**src/rtl/clockwork_ctrl_pkg.sv**
```systemverilog
// Shared types and constants for the clockwork buffer-port control stage.
package clockwork_ctrl_pkg;

   localparam int CTRL_DEPTH = 3;

   typedef logic [15:0] ctrl_var_t;

   typedef enum logic [2:0] {
      IDLE  = 3'd0,
      DELAY = 3'd1,
      RUN   = 3'd2,
      GAP   = 3'd3,
      DONE  = 3'd4
   } ctrl_state_t;

   // Down-counter reload value for an n-cycle wait; zero-length waits never load.
   function automatic ctrl_var_t wait_load(input int unsigned n);
      ctrl_var_t r;
      if (n > 0) begin
         r = ctrl_var_t'(n - 1);
      end else begin
         r = 16'd0;
      end
      return r;
   endfunction

endpackage

```
**src/rtl/affine_loop_counter.sv**
```systemverilog
// One loop index of the affine nest: counts 0..ext-1 and flags its terminal value.
module affine_loop_counter
   import clockwork_ctrl_pkg::*;
(
   input  logic      clk,
   input  logic      rst,
   input  logic      clr,
   input  logic      inc,
   input  ctrl_var_t ext,
   output ctrl_var_t val,
   output logic      wrap
);

   assign wrap = (val == (ext - 16'd1));

   // Index register: cleared on restart, wraps to zero at its terminal value.
   always_ff @(posedge clk or posedge rst) begin
      if (rst) begin
         val <= 16'd0;
      end else if (clr) begin
         val <= 16'd0;
      end else if (inc) begin
         val <= wrap ? 16'd0 : (val + 16'd1);
      end
   end

endmodule

```
**src/rtl/affine_loop_controller.sv**
```systemverilog
// Walks a 3-deep affine loop nest and strobes one unified-buffer port (wen/ren)
// with the current loop indices on a fixed start-delay / II / wrap-gap schedule.
module affine_loop_controller
   import clockwork_ctrl_pkg::*;
#(
   parameter int unsigned EXT_0     = 1,
   parameter int unsigned EXT_1     = 64,
   parameter int unsigned EXT_2     = 64,
   parameter int unsigned START_DLY = 0,
   parameter int unsigned II        = 1,
   parameter int unsigned WRAP_GAP  = 0
)(
   input  logic                        clk,
   input  logic                        rst,
   input  logic                        flush,
   input  logic                        stall,
   output logic                        en,
   output ctrl_var_t [CTRL_DEPTH-1:0]  ctrl_vars,
   output logic                        last,
   output logic                        done
);

   localparam bit        HAS_DLY  = (START_DLY != 0);
   localparam bit        HAS_GAP  = (WRAP_GAP != 0);
   localparam bit        II_ONE   = (II <= 1);
   localparam ctrl_var_t DLY_LOAD = wait_load(START_DLY);
   localparam ctrl_var_t GAP_LOAD = wait_load(WRAP_GAP);
   // After an iteration, II-1 idle cycles follow; the counter reaches zero on the last one.
   localparam ctrl_var_t II_LOAD  = wait_load((II > 1) ? (II - 1) : 0);

   ctrl_state_t state_r, state_nxt;
   logic        en_r, en_nxt;
   logic        done_r, done_nxt;
   ctrl_var_t   ii_cnt_r, ii_nxt;
   ctrl_var_t   wait_cnt_r, wait_nxt;

   logic                  clr_s;
   logic                  adv_s;
   logic                  final_s;
   logic [CTRL_DEPTH-1:0] wrap_s;
   logic [CTRL_DEPTH-1:0] inc_s;

   assign inc_s[2] = adv_s;
   assign inc_s[1] = adv_s & wrap_s[2];
   assign inc_s[0] = adv_s & wrap_s[2] & wrap_s[1];
   assign final_s  = &wrap_s;

   affine_loop_counter u_cnt_0 (
      .clk  (clk),
      .rst  (rst),
      .clr  (clr_s),
      .inc  (inc_s[0]),
      .ext  (ctrl_var_t'(EXT_0)),
      .val  (ctrl_vars[0]),
      .wrap (wrap_s[0])
   );

   affine_loop_counter u_cnt_1 (
      .clk  (clk),
      .rst  (rst),
      .clr  (clr_s),
      .inc  (inc_s[1]),
      .ext  (ctrl_var_t'(EXT_1)),
      .val  (ctrl_vars[1]),
      .wrap (wrap_s[1])
   );

   affine_loop_counter u_cnt_2 (
      .clk  (clk),
      .rst  (rst),
      .clr  (clr_s),
      .inc  (inc_s[2]),
      .ext  (ctrl_var_t'(EXT_2)),
      .val  (ctrl_vars[2]),
      .wrap (wrap_s[2])
   );

   // A stalled cycle withholds the strobe; the pending iteration stays armed in en_r.
   assign en   = en_r & ~stall;
   assign last = en & final_s;
   assign done = done_r;

   // Next-state: flush restarts from any state and overrides stall.
   always_comb begin
      state_nxt = state_r;
      en_nxt    = en_r;
      done_nxt  = done_r;
      ii_nxt    = ii_cnt_r;
      wait_nxt  = wait_cnt_r;
      clr_s     = 1'b0;
      adv_s     = 1'b0;
      if (flush) begin
         clr_s    = 1'b1;
         done_nxt = 1'b0;
         ii_nxt   = 16'd0;
         if (HAS_DLY) begin
            state_nxt = DELAY;
            en_nxt    = 1'b0;
            wait_nxt  = DLY_LOAD;
         end else begin
            state_nxt = RUN;
            en_nxt    = 1'b1;
            wait_nxt  = 16'd0;
         end
      end else if (stall) begin
         state_nxt = state_r;
      end else begin
         case (state_r)
            IDLE: begin
               en_nxt = 1'b0;
            end
            DELAY: begin
               if (wait_cnt_r == 16'd0) begin
                  state_nxt = RUN;
                  en_nxt    = 1'b1;
               end else begin
                  wait_nxt = wait_cnt_r - 16'd1;
               end
            end
            RUN: begin
               if (en_r) begin
                  if (final_s) begin
                     state_nxt = DONE;
                     en_nxt    = 1'b0;
                     done_nxt  = 1'b1;
                  end else begin
                     adv_s = 1'b1;
                     if (HAS_GAP && wrap_s[2]) begin
                        state_nxt = GAP;
                        en_nxt    = 1'b0;
                        wait_nxt  = GAP_LOAD;
                     end else if (II_ONE) begin
                        en_nxt = 1'b1;
                     end else begin
                        en_nxt = 1'b0;
                        ii_nxt = II_LOAD;
                     end
                  end
               end else if (ii_cnt_r == 16'd0) begin
                  en_nxt = 1'b1;
               end else begin
                  ii_nxt = ii_cnt_r - 16'd1;
               end
            end
            GAP: begin
               // The gap is in addition to the normal II spacing.
               if (wait_cnt_r != 16'd0) begin
                  wait_nxt = wait_cnt_r - 16'd1;
               end else if (II_ONE) begin
                  state_nxt = RUN;
                  en_nxt    = 1'b1;
               end else begin
                  state_nxt = RUN;
                  en_nxt    = 1'b0;
                  ii_nxt    = II_LOAD;
               end
            end
            DONE: begin
               en_nxt = 1'b0;
            end
            default: begin
               state_nxt = IDLE;
               en_nxt    = 1'b0;
               done_nxt  = 1'b0;
            end
         endcase
      end
   end

   // Control state register.
   always_ff @(posedge clk or posedge rst) begin
      if (rst) begin
         state_r    <= IDLE;
         en_r       <= 1'b0;
         done_r     <= 1'b0;
         ii_cnt_r   <= 16'd0;
         wait_cnt_r <= 16'd0;
      end else begin
         state_r    <= state_nxt;
         en_r       <= en_nxt;
         done_r     <= done_nxt;
         ii_cnt_r   <= ii_nxt;
         wait_cnt_r <= wait_nxt;
      end
   end

endmodule

```
**config.mk**
```make
export PLATFORM = sky130hd
export DESIGN_NAME = affine_loop_controller
export DESIGN_NICKNAME = d
export VERILOG_FILES = /design/src/rtl/clockwork_ctrl_pkg.sv /design/src/rtl/affine_loop_counter.sv /design/src/rtl/affine_loop_controller.sv
export SDC_FILE = /design/constraint.sdc
export NUM_CORES = 1
export LEC_CHECK = 0
export ABC_CLOCK_PERIOD_IN_PS = 4900
export CAP_MARGIN = 10
export CORE_AREA = 3 3 109 101
export DETAILED_ROUTE_END_ITERATION = 8
export DIE_AREA = 0 0 112 104
export PLACE_DENSITY = 0.6
export SETUP_SLACK_MARGIN = 0.5
export SLEW_MARGIN = 25
export SYNTH_ARGS = -nofsm -noshare
export SYNTH_HDL_FRONTEND = slang
export SYNTH_SLANG_ARGS = --single-unit
```
**constraint.sdc**
```tcl
create_clock -name clk -period 4.9 [get_ports clk]
set_clock_uncertainty 0.2 [all_clocks]
set_input_delay 1.47 -clock clk [delete_from_list [all_inputs] [get_ports clk]]
set_output_delay 1.47 -clock clk [all_outputs]
set_load 0.01 [all_outputs]
```
---- Word level (Yosys, flattened, before mapping) ----
Index checks and enable logic that the tools add are counted.
word-level totals
  flip-flop bits (word level) ............. 85
  output and inout bits ................... 51
  word-level logic and storage cells ...... 97
cells by class
  add/subtract/negate cells ............... 5
  equal/unequal tests ..................... 17
  multiplexer cells ....................... 44
  bitwise gates (word level) .............. 5
  reduce and logical (&&, ||, !) cells .... 18
operators by type and width
  cell                                                                      count
  16-bit 2-to-1 mux                                                         18
  16-bit by 1-bit adder with 16-bit output (second input constant)          3
  16-bit zero test                                                          3
  16-bit by 6-bit == test with 1-bit output (second input constant)         2
  16-bit case mux with 2 select lines                                       1
  16-bit by 1-bit subtractor with 16-bit output (second input constant)     2
  3-bit 2-to-1 mux                                                          6
  3-bit inequality test (second input constant)                             6
  1-bit 2-to-1 mux                                                          16
  16-bit nonzero test                                                       1
  3-bit case mux with 4 select lines                                        1
  4-bit AND reduction                                                       3
  2-bit nonzero test                                                        4
  3-bit by 2-bit == test with 1-bit output (second input constant)          2
  2-bit inequality test (second input constant)                             3
  3-bit AND reduction                                                       2
  6-bit AND reduction                                                       1
  1-bit AND                                                                 4
  2-bit by 1-bit inequality test with 1-bit output (second input constant)  2
  4-bit OR reduction                                                        1
  3-bit by 1-bit == test with 1-bit output (second input constant)          1
  3-bit == test (second input constant)                                     1
  3-bit zero test                                                           1
  1-bit case mux with 3 select lines                                        1
  4 further kinds                                                           4

---- Longest topological paths before layout ----
Gate-level depths: netlist of run 1.
  depth after elaboration ................. 11
  gate-level depth with buffers ........... 8

---- Modules after synthesis ----
A second synthesis of run 1 with hierarchy kept.
unflattened totals
  cells, all modules ...................... 664
  area total of the unflattened synthesis .. 5715.5 um^2
modules (own cells, without submodules)
  module                             times used  cells an instance  area an instance (um^2)
  affine_loop_counter (u_cnt_0 ...)  2           178                1545.2
  affine_loop_counter (u_cnt_2)      1           179                1461.4
  affine_loop_controller             1           129                1163.6

---- Worst setup path before layout of run 1 ----
Ideal clock, no wire load.
  kind .................................... in2reg
  start point ............................. input stall
  end point ............................... register u_cnt_0.val[15]
  setup time .............................. 0.078 ns
  arrival ................................. 3.274 ns
  data required time ...................... 4.622 ns
  setup slack ............................. 1.348 ns
  stages .................................. 6
  path buffers ............................ 1
  cells stage by stage .................... nand4bb_2 or3_1 buf_2 or4_4 or3_1 a21oi_1
between the ends
  longest elaborated chain between the ends .. 5
ends and longest elaborated chain
  item                          line                           text
  from (decl)                   affine_loop_controller.sv:16   input logic stall,
  1-bit 2-to-1 mux              affine_loop_controller.sv:105  end else if (stall) begin
  1-bit 2-to-1 mux              affine_loop_controller.sv:92   if (flush) begin
  1-bit AND (2 in a row)        affine_loop_controller.sv:45   assign inc_s[0] = adv_s & wrap_s[2] & wrap_s[1];
  2-bit nonzero test (no line)  --
  to (signal assigned)          affine_loop_counter.sv:23      val <= wrap ? 16'd0 : (val + 16'd1);
  to (decl)                     affine_loop_counter.sv:10      output ctrl_var_t val,
Every way passes these cells.
A chain may end at the register's enable or synchronous reset.

---- Worst setup path in the final report of run 1 ----
  start point ............................. register u_cnt_2.val[7]
  end point ............................... output last
between the ends
  longest elaborated chain between the ends .. 3
ends and longest elaborated chain
  item                                       line                          text
  from (decl)                                affine_loop_counter.sv:10
  from (signal assigned)                     affine_loop_counter.sv:23
  16-bit by 6-bit == test with 1-bit output  affine_loop_counter.sv:14     assign wrap = (val == (ext - 16'd1));
  3-bit AND reduction                        affine_loop_controller.sv:46  assign final_s = &wrap_s;
  1-bit AND                                  affine_loop_controller.sv:80  assign last = en & final_s;
  to (decl)                                  affine_loop_controller.sv:19  output logic last,
Every way passes these cells.

==> insert_results.sql, run 1 <==
INSERT INTO impl_metrics (metric_group, metric, value, unit) VALUES
('final_layout', 'final_cell_count_no_fill', '601', ''),
('drt', 'vias_per_cell', '5.74', ''),
('worst_setup_path', 'path_delay_family', 'simple AND/OR/NAND/NOR gates', ''),
('worst_setup_path', 'timing.critical_path.slowest_stage_cell', 'sky130_fd_sc_hd__nor4_1', ''),
('final_layout', 'drive_gt1_share', '9.11', '%'),
('yosys', 'synth.most_common_cell', 'sky130_fd_sc_hd__dfrtp_1', ''),
('drt', 'postRouteAntennaNets', '0', ''),
('worst_setup_path', 'critPathCaptureType', 'output pin', ''),
('global_route', 'grt_antenna_before_repair', '0', ''),
('yosys', 'register_bit_count_reported_by_yosys', '67', ''),
('clock_tree', 'cts_max_level', '3', ''),
('drt', 'drc_errors', '0', ''),
('timing', 'worst_hold_margin', '0.357', 'ns'),
('clock_tree', 'clkTransAtPathRegs', '0.07', 'ns'),
('global_route', 'first_global_vias', '3149', ''),
('final_layout', 'final_net_count', '476', ''),
('timing', 'setup_violations', '0', ''),
('drt', 'first_iter_violations', '223', ''),
('drt', 'route.detailed.wl_per_inst', '15.9', 'µm'),
('floorplan', 'die_area', '11600', 'µm²'),
('yosys', 'synthesis.area', '3760', 'µm²'),
('timing', 'final-hold-violation-count', '0', ''),
('floorplan', 'ios', '55', ''),
('global_route', 'grt_pass1_wl', '16000', 'µm'),
('worst_setup_path', 'cp_num_buf_inv', '1', ''),
('timing', 'slew-limit-headroom', '50.6', '%'),
('yosys', 'post_synth_inst_count', '402', ''),
('power', 'power.total', '1.25', 'mW'),
('drt', 'drtPass1Iterations', '5', ''),
('global_route', 'grt_start_max_net_pins', '42', ''),
('worst_setup_path', 'worstPathCellList', 'nor4_1, and4_1, nand3_1, nor2_1, clkdlybuf4s50_1', ''),
('timing', 'min_period', '4.25', 'ns'),
('power', 'irDropWorstVdd', '119', 'µV'),
('clock_tree', 'root_buffer', 'sky130_fd_sc_hd__clkbuf_8', ''),
('worst_setup_path', 'criticalPathCategory', 'flop to output pin', ''),
('yosys', 'synth_enable_flop_cells', '0', ''),
('clock_tree', 'cts_num_sinks', '67', ''),
('yosys', 'flip_flop_cell_with_the_highest_count_after_synthesis', 'sky130_fd_sc_hd__dfrtp_1', ''),
('hold_path', 'worst_hold_check_path_type', 'flop to flop', ''),
('yosys', 'synth.distinct_cells', '52', ''),
('timing', 'slew_violations', '0', ''),
('yosys', 'ys_async_sr_fraction', '100', '%'),
('clock_tree', 'cts_buffer_depth', '2', ''),
('worst_setup_path', 'cp.required', '3.23', 'ns'),
('global_route', 'grt_usage', '16.4', '%'),
('floorplan', 'die_w', '112', 'µm'),
('outcome', 'status', 'finished clean', ''),
('yosys', 'top_cells_by_instance_count_after_synthesis', 'sky130_fd_sc_hd__dfrtp_1 (67), sky130_fd_sc_hd__nor2_1 (32), sky130_fd_sc_hd__nand2_1 (27)', ''),
('timing', 'fin_tns_setup', '0', 'ns'),
('final_layout', 'final_core_util', '47.0', '%'),
('drt', 'via_count', '3449', ''),
('worst_setup_path', 'cp-start-kind', 'flop', ''),
('placement', 'io_buffer_count', '54', ''),
('global_route', 'grt-ovfl-total', '0', ''),
('final_layout', 'sequential_cell_area', '1680', 'µm²'),
('power', 'p_leak', '2.02', 'nW'),
('placement', 'hpwl', '6640', 'µm'),
('yosys', 'synth-seq-area-share', '44.6', '%'),
('floorplan', 'core.rowCount', '35', ''),
('floorplan', 'floorplan.initialDensity', '37.5', '%'),
('clock_tree', 'tritoncts_clock_tree', 'built', ''),
('final_layout', 'nFillCells', '981', ''),
('yosys', 'synth_warnings', '0', ''),
('power', 'power-per-cell-area', '265', 'nW/µm²'),
('yosys', 'number_of_nets_produced_by_synthesis', '411', ''),
('clock_tree', 'clkLatencyLatePin', '0.34', 'ns'),
('clock_tree', 'numCtsBuffers', '9', ''),
('yosys', 'synthesis.area_per_instance', '9.34', 'µm²'),
('timing', 'clock.fmax', '236', 'MHz'),
('final_layout', 'area_of_the_multi_input_gates', '2000', 'µm²'),
('placement', 'place.gp.congestion', '0.782', '');
## final cells by class
class | instances | area share [%]
Clock buffer | 15 | 3.96
Clock inverter | 1 | 0.106
Inverter | 8 | 0.638
Multi-Input combinational cell | 313 | 42.5
Sequential cell | 67 | 35.6
Tap cell | 129 | 3.43
Timing Repair Buffer | 68 | 13.8
## worst reg2reg max path, cell delays in order, from the launching register on
cell	delay [ns]
sky130_fd_sc_hd__dfrtp_1	0.46
sky130_fd_sc_hd__nor4_1	0.62
sky130_fd_sc_hd__nand3_1	0.40
sky130_fd_sc_hd__or4_4	0.65
sky130_fd_sc_hd__or3_1	0.36
sky130_fd_sc_hd__a21oi_1	0.16
## routing by layer
| layer | global-route usage, % | share of wire (%) | vias to the layer above |
|---|---|---|---|
| met2 | 25.0 | 45 | 98 |
| li1 | - | - | 1659 |
| met5 | 0 | 0 | - |
| met1 | 23.4 | 48 | 1683 |
| met4 | 4.38 | 1.2 | 0 |
| met3 | 4.25 | 5.6 | 9 |
## registers in the layout, summed over array words and instances (netlist names)
register and cells:
en_r 1, ii_cnt_r 16, state_r 2, u_cnt_0.val 16
u_cnt_1.val 16, u_cnt_2.val 16
## cell usage in the layout (no fill, tap or decap), drive strengths merged, types with 4 or more instances in the layout
| cell | count |
|---|---|
| nand3 | 22 |
| or3 | 14 |
| ha | 5 |
| dfrtp | 67 |
| and4 | 8 |
| nor4 | 13 |
| a211o | 6 |
| clkbuf | 15 |
| o21ai | 15 |
| a22o | 8 |
| and3 | 18 |
| buf | 14 |
| nand4 | 13 |
| nor2 | 32 |
| clkdlybuf4s50 | 53 |
| a21o | 4 |
| a21oi | 23 |
| or4 | 5 |
| xor2 | 15 |
| nor3 | 19 |
| o21a | 5 |
| o31ai | 6 |
| xnor2 | 7 |
| inv | 8 |
| a31oi | 8 |
| o211ai | 8 |
| nand2 | 27 |
## stage by stage
stage / instance area (µm²) / setup slack (ns)
final: 4710 / 0.654
after global routing: 4710 / 0.467
after CTS: 4670 / 0.512
after detailed placement: 4480 / 0.303
after global placement: 4480 / 0.344
after floorplan: 3760 / 1.35
## final timing paths
| path | endpoint | cells after the start | slack [ns] | from |
|---|---|---|---|---|
| min reg2reg | ii_cnt_r[5] | 2 | 0.36 | ii_cnt_r[5] |
| max in group asynchronous | ii_cnt_r[5] | 3 | 2.68 | rst |
| min | ii_cnt_r[5] | 2 | 0.36 | ii_cnt_r[5] |
| max | last | 5 | 0.65 | u_cnt_2.val[7] |
| max reg2reg | u_cnt_0.val[11] | 5 | 1.97 | u_cnt_2.val[7] |
| min in group asynchronous | ii_cnt_r[8] | 2 | 1.10 | rst |
## where the power goes
part | total, mW | switching (mW) | leakage, nW | internal, mW
logic | 0.214 | 0.137 | 0.999 | 0.0768
clock network | 0.445 | 0.205 | 0.0997 | 0.239
registers | 0.592 | 0.0205 | 0.925 | 0.571
total | 1.25 | 0.363 | 2.02 | 0.887
## kinds of logic after synthesis
| group | Yosys count | synth area share, % |
|---|---|---|
| buffers and inverters | 22 | 2.27 |
| and+or+nand+nor | 189 | 28.3 |
| muxes | 3 | 0.899 |
| DFF | 67 | 44.6 |
| xor gates and xnor gates | 22 | 5.13 |
| adders and majority gates | 5 | 1.67 |
| AOI/OAI and AO/OA | 94 | 17.1 |
## what timing repair did
item                                    in CTS  in global routing
endpoints found under the setup margin       1                  3
endpoints found under the hold margin        0                  0
gates resized for setup                      1                  2
hold buffers                                 0                  0
setup buffers                                0                  4
pin swaps                                    0                  1
(Power assumes the default switching activity.)
==> run 2, diff against run 1 <==
--- a/config.mk
+++ b/config.mk
@@ -11,6 +11,7 @@
 export DETAILED_ROUTE_END_ITERATION = 8
 export DIE_AREA = 0 0 112 104
 export PLACE_DENSITY = 0.6
+export REMOVE_ABC_BUFFERS = 1
 export SETUP_SLACK_MARGIN = 0.5
 export SLEW_MARGIN = 25
 export SYNTH_ARGS = -nofsm -noshare
==> insert_results.sql, run 2 (synthesized netlist as in run 1, its figures left out) <==
INSERT INTO impl_metrics (metric_group, metric, value, unit) VALUES
('outcome', 'status', 'finished clean', ''),
('drt', 'drtPass1Iterations', '4', ''),
('placement', 'hpwl', '6690', 'µm'),
('hold_path', 'worst_hold_check_path_type', 'flop to flop', ''),
('timing', 'slew_violations', '0', ''),
('final_layout', 'final_net_count', '473', ''),
('worst_setup_path', 'cp.arrival', '2.56', 'ns'),
('global_route', 'grt_antenna_before_repair', '0', ''),
('global_route', 'first_global_vias', '3228', ''),
('drt', 'detail_route.wirelength', '9740', 'µm'),
('power', 'p_leak', '2.02', 'nW'),
('final_layout', 'drive_gt1_share', '9.40', '%'),
('final_layout', 'most-common-layout-cells', 'sky130_fd_sc_hd__dfrtp_1 (67), sky130_fd_sc_hd__clkdlybuf4s50_1 (53), sky130_fd_sc_hd__nor2_1 (30)', ''),
('placement', 'place.gp.congestion', '0.809', ''),
('timing', 'setup_violations', '0', ''),
('drt', 'via_count', '3422', ''),
('timing', 'final-hold-violation-count', '0', ''),
('final_layout', 'nFillCells', '949', ''),
('clock_tree', 'cts_buffer_depth', '2', ''),
('worst_setup_path', 'cp.required', '3.23', 'ns'),
('final_layout', 'area.growth.synth_to_final', '25.9', '%'),
('clock_tree', 'cts_hold_buf', '0', ''),
('run', 'drv.max_cap_violation_count', '0', ''),
('floorplan', 'die_h', '104', 'µm'),
('worst_setup_path', 'timing.critical_path.fanout_max', '8', ''),
('timing', 'grt_setup_unrepaired', 'no', ''),
('timing', 'layout_setup_ws', '0.672', 'ns'),
('drt', 'vias_per_cell', '5.73', ''),
('worst_setup_path', 'critPathCaptureType', 'output pin', ''),
('hold_path', 'hold-path-cell-count', '2', ''),
('placement', 'io_buffer_count', '54', ''),
('final_layout', 'mostFrequentLayoutCell', 'sky130_fd_sc_hd__dfrtp_1', ''),
('worst_setup_path', 'cells_on_worst_reg2reg_path', '5', ''),
('floorplan', 'die_area', '11600', 'µm²'),
('floorplan', 'die_w', '112', 'µm'),
('worst_setup_path', 'timing.critical_path.slowest_cell_delay', '0.55', 'ns'),
('final_layout', 'insertedDiodeCount', '0', ''),
('timing', 'min_period', '4.23', 'ns'),
('floorplan', 'core.rowCount', '35', ''),
('timing', 'worst_pin_slew', '0.847', 'ns'),
('power', 'irDropWorstVdd', '182', 'µV'),
('floorplan', 'core_region_area', '10000', 'µm²'),
('global_route', 'grt_pass1_wl', '16700', 'µm'),
('power', 'power-per-cell-area', '275', 'nW/µm²'),
('clock_tree', 'root_buffer', 'sky130_fd_sc_hd__clkbuf_8', ''),
('timing', 'worst_hold_margin', '0.357', 'ns'),
('floorplan', 'floorplan.initialDensity', '37.5', '%'),
('worst_setup_path', 'worstPathCellList', 'dlygate4sd2_1, nor2_2, clkdlybuf4s50_1', ''),
('timing', 'fin_tns_setup', '0', 'ns'),
('timing', 'clock.fmax', '237', 'MHz'),
('worst_setup_path', 'timing.critical_path.slowest_stage_cell', 'sky130_fd_sc_hd__clkdlybuf4s50_1', ''),
('clock_tree', 'clkLatencyLatePin', '0.34', 'ns'),
('worst_setup_path', 'cp-start-kind', 'input port', ''),
('clock_tree', 'cts_max_level', '3', ''),
('drt', 'first_iter_violations', '153', ''),
('global_route', 'grt_start_max_net_pins', '49', ''),
('placement', 'preCtsSetupSlack', '0.381', 'ns'),
('clock_tree', 'clkTransAtPathRegs', '0.07', 'ns'),
('global_route', 'grt-ovfl-total', '0', ''),
('drt', 'postRouteAntennaNets', '0', ''),
('clock_tree', 'tritoncts_clock_tree', 'built', ''),
('global_route', 'grt_usage', '17.1', '%'),
('drt', 'route.detailed.wl_per_inst', '16.3', 'µm'),
('floorplan', 'ios', '55', ''),
('timing', 'final.period_utilization', '86.3', '%'),
('clock_tree', 'numCtsBuffers', '9', ''),
('power', 'power.total', '1.30', 'mW'),
('clock_tree', 'cts_num_sinks', '67', ''),
('worst_setup_path', 'criticalPathCategory', 'input port to output pin', ''),
('drt', 'drc_errors', '0', ''),
('timing', 'slew-limit-headroom', '42.8', '%');
==> run 2: changes by cell type in the layout (fill, tap and decap cells not counted), sizes merged <==
cell          before  now
dlygate4sd2        0    1
bufinv             0    1
dlymetal6s2s       1    0
clkbuf            15   14
clkinv             1    0
buf               14   11
==> run 2: routing by layer <==
metal,GRT usage (%),routed length (µm),vias to the layer above
met5,0,0,-
met4,3.61,57,0
met3,3.49,269,6
met2,26.9,4590,62
met1,24.6,4820,1701
li1,-,-,1653
==> run 2: final timing paths <==
path / from / slack [ns] / end
min in group asynchronous: rst / 1.36 / ii_cnt_r[10]
min: ii_cnt_r[5] / 0.36 / ii_cnt_r[5]
max in group asynchronous: rst / 2.53 / u_cnt_1.val[9]
max reg2reg: ii_cnt_r[4] / 2.05 / ii_cnt_r[1]
max: stall / 0.67 / last
min reg2reg: ii_cnt_r[5] / 0.36 / ii_cnt_r[5]
==> run 2: repair_timing <==
item,CTS,global route
pin swaps,0,1
setup endpoints to repair,2,1
buffers inserted,0,0
gates resized for setup,2,5
==> run 2: layout make-up <==
type                    instances  area [µm²]  share of cell area [%]
clock inverters                 1        30.0                   0.635
repair buffers                 65         622                    13.2
clock buffers                  14         183                    3.86
inverters                       8        32.5                   0.688
multi-input cells             313        2020                    42.8
well taps                     129         161                    3.41
flip-flops and latches         67        1680                    35.5
==> run 2: report_power, final <==
part           switching, mW  internal, mW  total [mW]
registers             0.0210         0.571       0.592
logic                  0.136        0.0759       0.212
clock network          0.208         0.289       0.497
total                  0.366         0.936        1.30
==> run 2: critical path, delay by kind of cell <==
family | cells | cell delay, ns
and+or+nand+nor | 1 | 0.19
buffers and inverters | 2 | 0.89
==> run 2: through the flow <==
| stage | util, % | area, µm² | cells |
|---|---|---|---|
| 3_5_place_dp | 44.8 | 4490 | 582 |
| 5_1_grt | 47.1 | 4730 | 597 |
| 3_3_place_gp | 44.7 | 4490 | 582 |
| 4_1_cts | 46.9 | 4700 | 597 |
| 2_1_floorplan | - | 3700 | 388 |
| 6_report | 47.1 | 4730 | 597 |
==> RTL change: new RTL, settings of run 2 <==
Encoding of `ctrl_state_t`: now one-hot (5 bits for 5 states).
--- a/src/rtl/clockwork_ctrl_pkg.sv
+++ b/src/rtl/clockwork_ctrl_pkg.sv
@@ -5,12 +5,12 @@
 
    typedef logic [15:0] ctrl_var_t;
 
-   typedef enum logic [2:0] {
-      IDLE  = 3'd0,
-      DELAY = 3'd1,
-      RUN   = 3'd2,
-      GAP   = 3'd3,
-      DONE  = 3'd4
+   typedef enum logic [4:0] {
+      IDLE  = 5'b00001,
+      DELAY = 5'b00010,
+      RUN   = 5'b00100,
+      GAP   = 5'b01000,
+      DONE  = 5'b10000
    } ctrl_state_t;
 
    // Down-counter reload value for an n-cycle wait; zero-length waits never load.
Formal check against the unedited RTL: no difference found for any inputs over 10 cycles, from zero or initial values and one cycle with rst high; not proved beyond that.
==> RTL change against run 2 <==
Sequential cell count is 1 higher; sequential share of layout area is 0.37 points lower; count of clock-buffer cells in the layout is 5 lower; synthesized area is 4.0% higher; highest routed layer unchanged; wire length is 3.1% higher; cell area is 2.6% higher; setup slack worse by 81 ps.
Power is not compared: it rests on default switching activity, and its combinational part moved more than twofold at a synthesized area within 25%.
==> RTL change: results (changes against run 2) <==
metric;value;unit;change
drt-initial-drc-count;230;;+50%
powerClk;579;uW;
synth-compound-area-share;16.4;%;-0.72 points
dpl.hpwl;6890;um;+3.1%
post_cts.resized_instances;3;;+1
gp_congestion;0.840;;+3.8%
count_of_non_filler_cells_in_the_finished_layout;620;;+3.9%
finalSetupTns;0;ps;unchanged
pre_cts_ws;284;ps;-96.5 ps
gr_met3_demand_resource;4.07;%;+0.58 points
share_of_the_synthesized_netlist_area_taken_by_xor_and_xnor_gates;4.93;%;-0.20 points
crit_fanout;3;;-5
layout.nets;495;;+4.7%
hold-path-cell-count;2;;unchanged
synthTopCellsByArea;dfrtp_1 43%, xnor2_1 4.5%, nand3_1 4.0%;;
worst-r2r-cell-count;6;;+1
grt_antenna_before_repair;0;;unchanged
numPlacedInstances;604;;+3.8%
met3_wirelength;482;um;+79%
routed.top_layer;met4;;
routedLengthMet1;4860;um;+0.77%
outcome;complete, no violations;;
cpPeakStageDelay;460;ps;-90 ps
dr_wl_met2;4630;um;+1.0%
nFillCells;953;;+0.42%
muxShareOfSynthArea;0.801;%;-0.098 points
routed_wirelength;10000;um;+3.1%
final_layout_size_suffix_gt1_share;8.76;%;-0.64 points
grt.met1_usage;24.9;%;+0.38 points
yosys-top-cells-count;67 x dfrtp_1, 38 x nand2_1, 34 x nor2_1;;
relative_slew_margins;55.1;%;+12 points
pin_count_of_the_biggest_net_entering_global_routing;31;;-37%
timing.critical_path.arrival;2640;ps;+80 ps
routed_via_density;5.77;;+0.60%
seq_area_frac_synth;43.6;%;-1.0 points
grt.total_usage;17.4;%;+0.28 points
yosysUniqueCellTypes;57;;+9.6%
via_count_of_the_first_global_routing_pass;3415;;+5.8%
synth_area_per_cell;9.12;um^2;-2.4%
RTL change: cell count changes after synthesis, moves of 5 or more:
cell      change
o21ai_1      +13
xnor2_1      +13
xor2_1       -13
nand2_1      +11
a31oi_1       +9
nand3_1       +9
and3_1        -7
o211ai_1      -7
and4_1        -6
inv_1         +6
nor3_1        -5
RTL change: cell type report:
type                    instances  area (um^2)  area share (%)
repair buffers                 62          598            12.3
well taps                     129          161            3.33
clock buffers                   9          124            2.55
flip-flops and latches         68         1700            35.1
clock inverters                 7          123            2.53
inverters                      14         52.6            1.08
multi-input cells             331         2090            43.1
RTL change: path summary, 6_finish.rpt:
path | startpoint | to | slack, ps
worst min register to register | state_r[0] | state_r[0] | 330
min in group asynchronous | rst | u_cnt_0.val[12] | 1170
worst max register to register | u_cnt_2.val[0] | u_cnt_0.val[7] | 2040
max in group asynchronous | rst | state_r[0] | 2590
worst min-delay path | state_r[0] | state_r[0] | 330
worst max-delay path | stall | last | 590
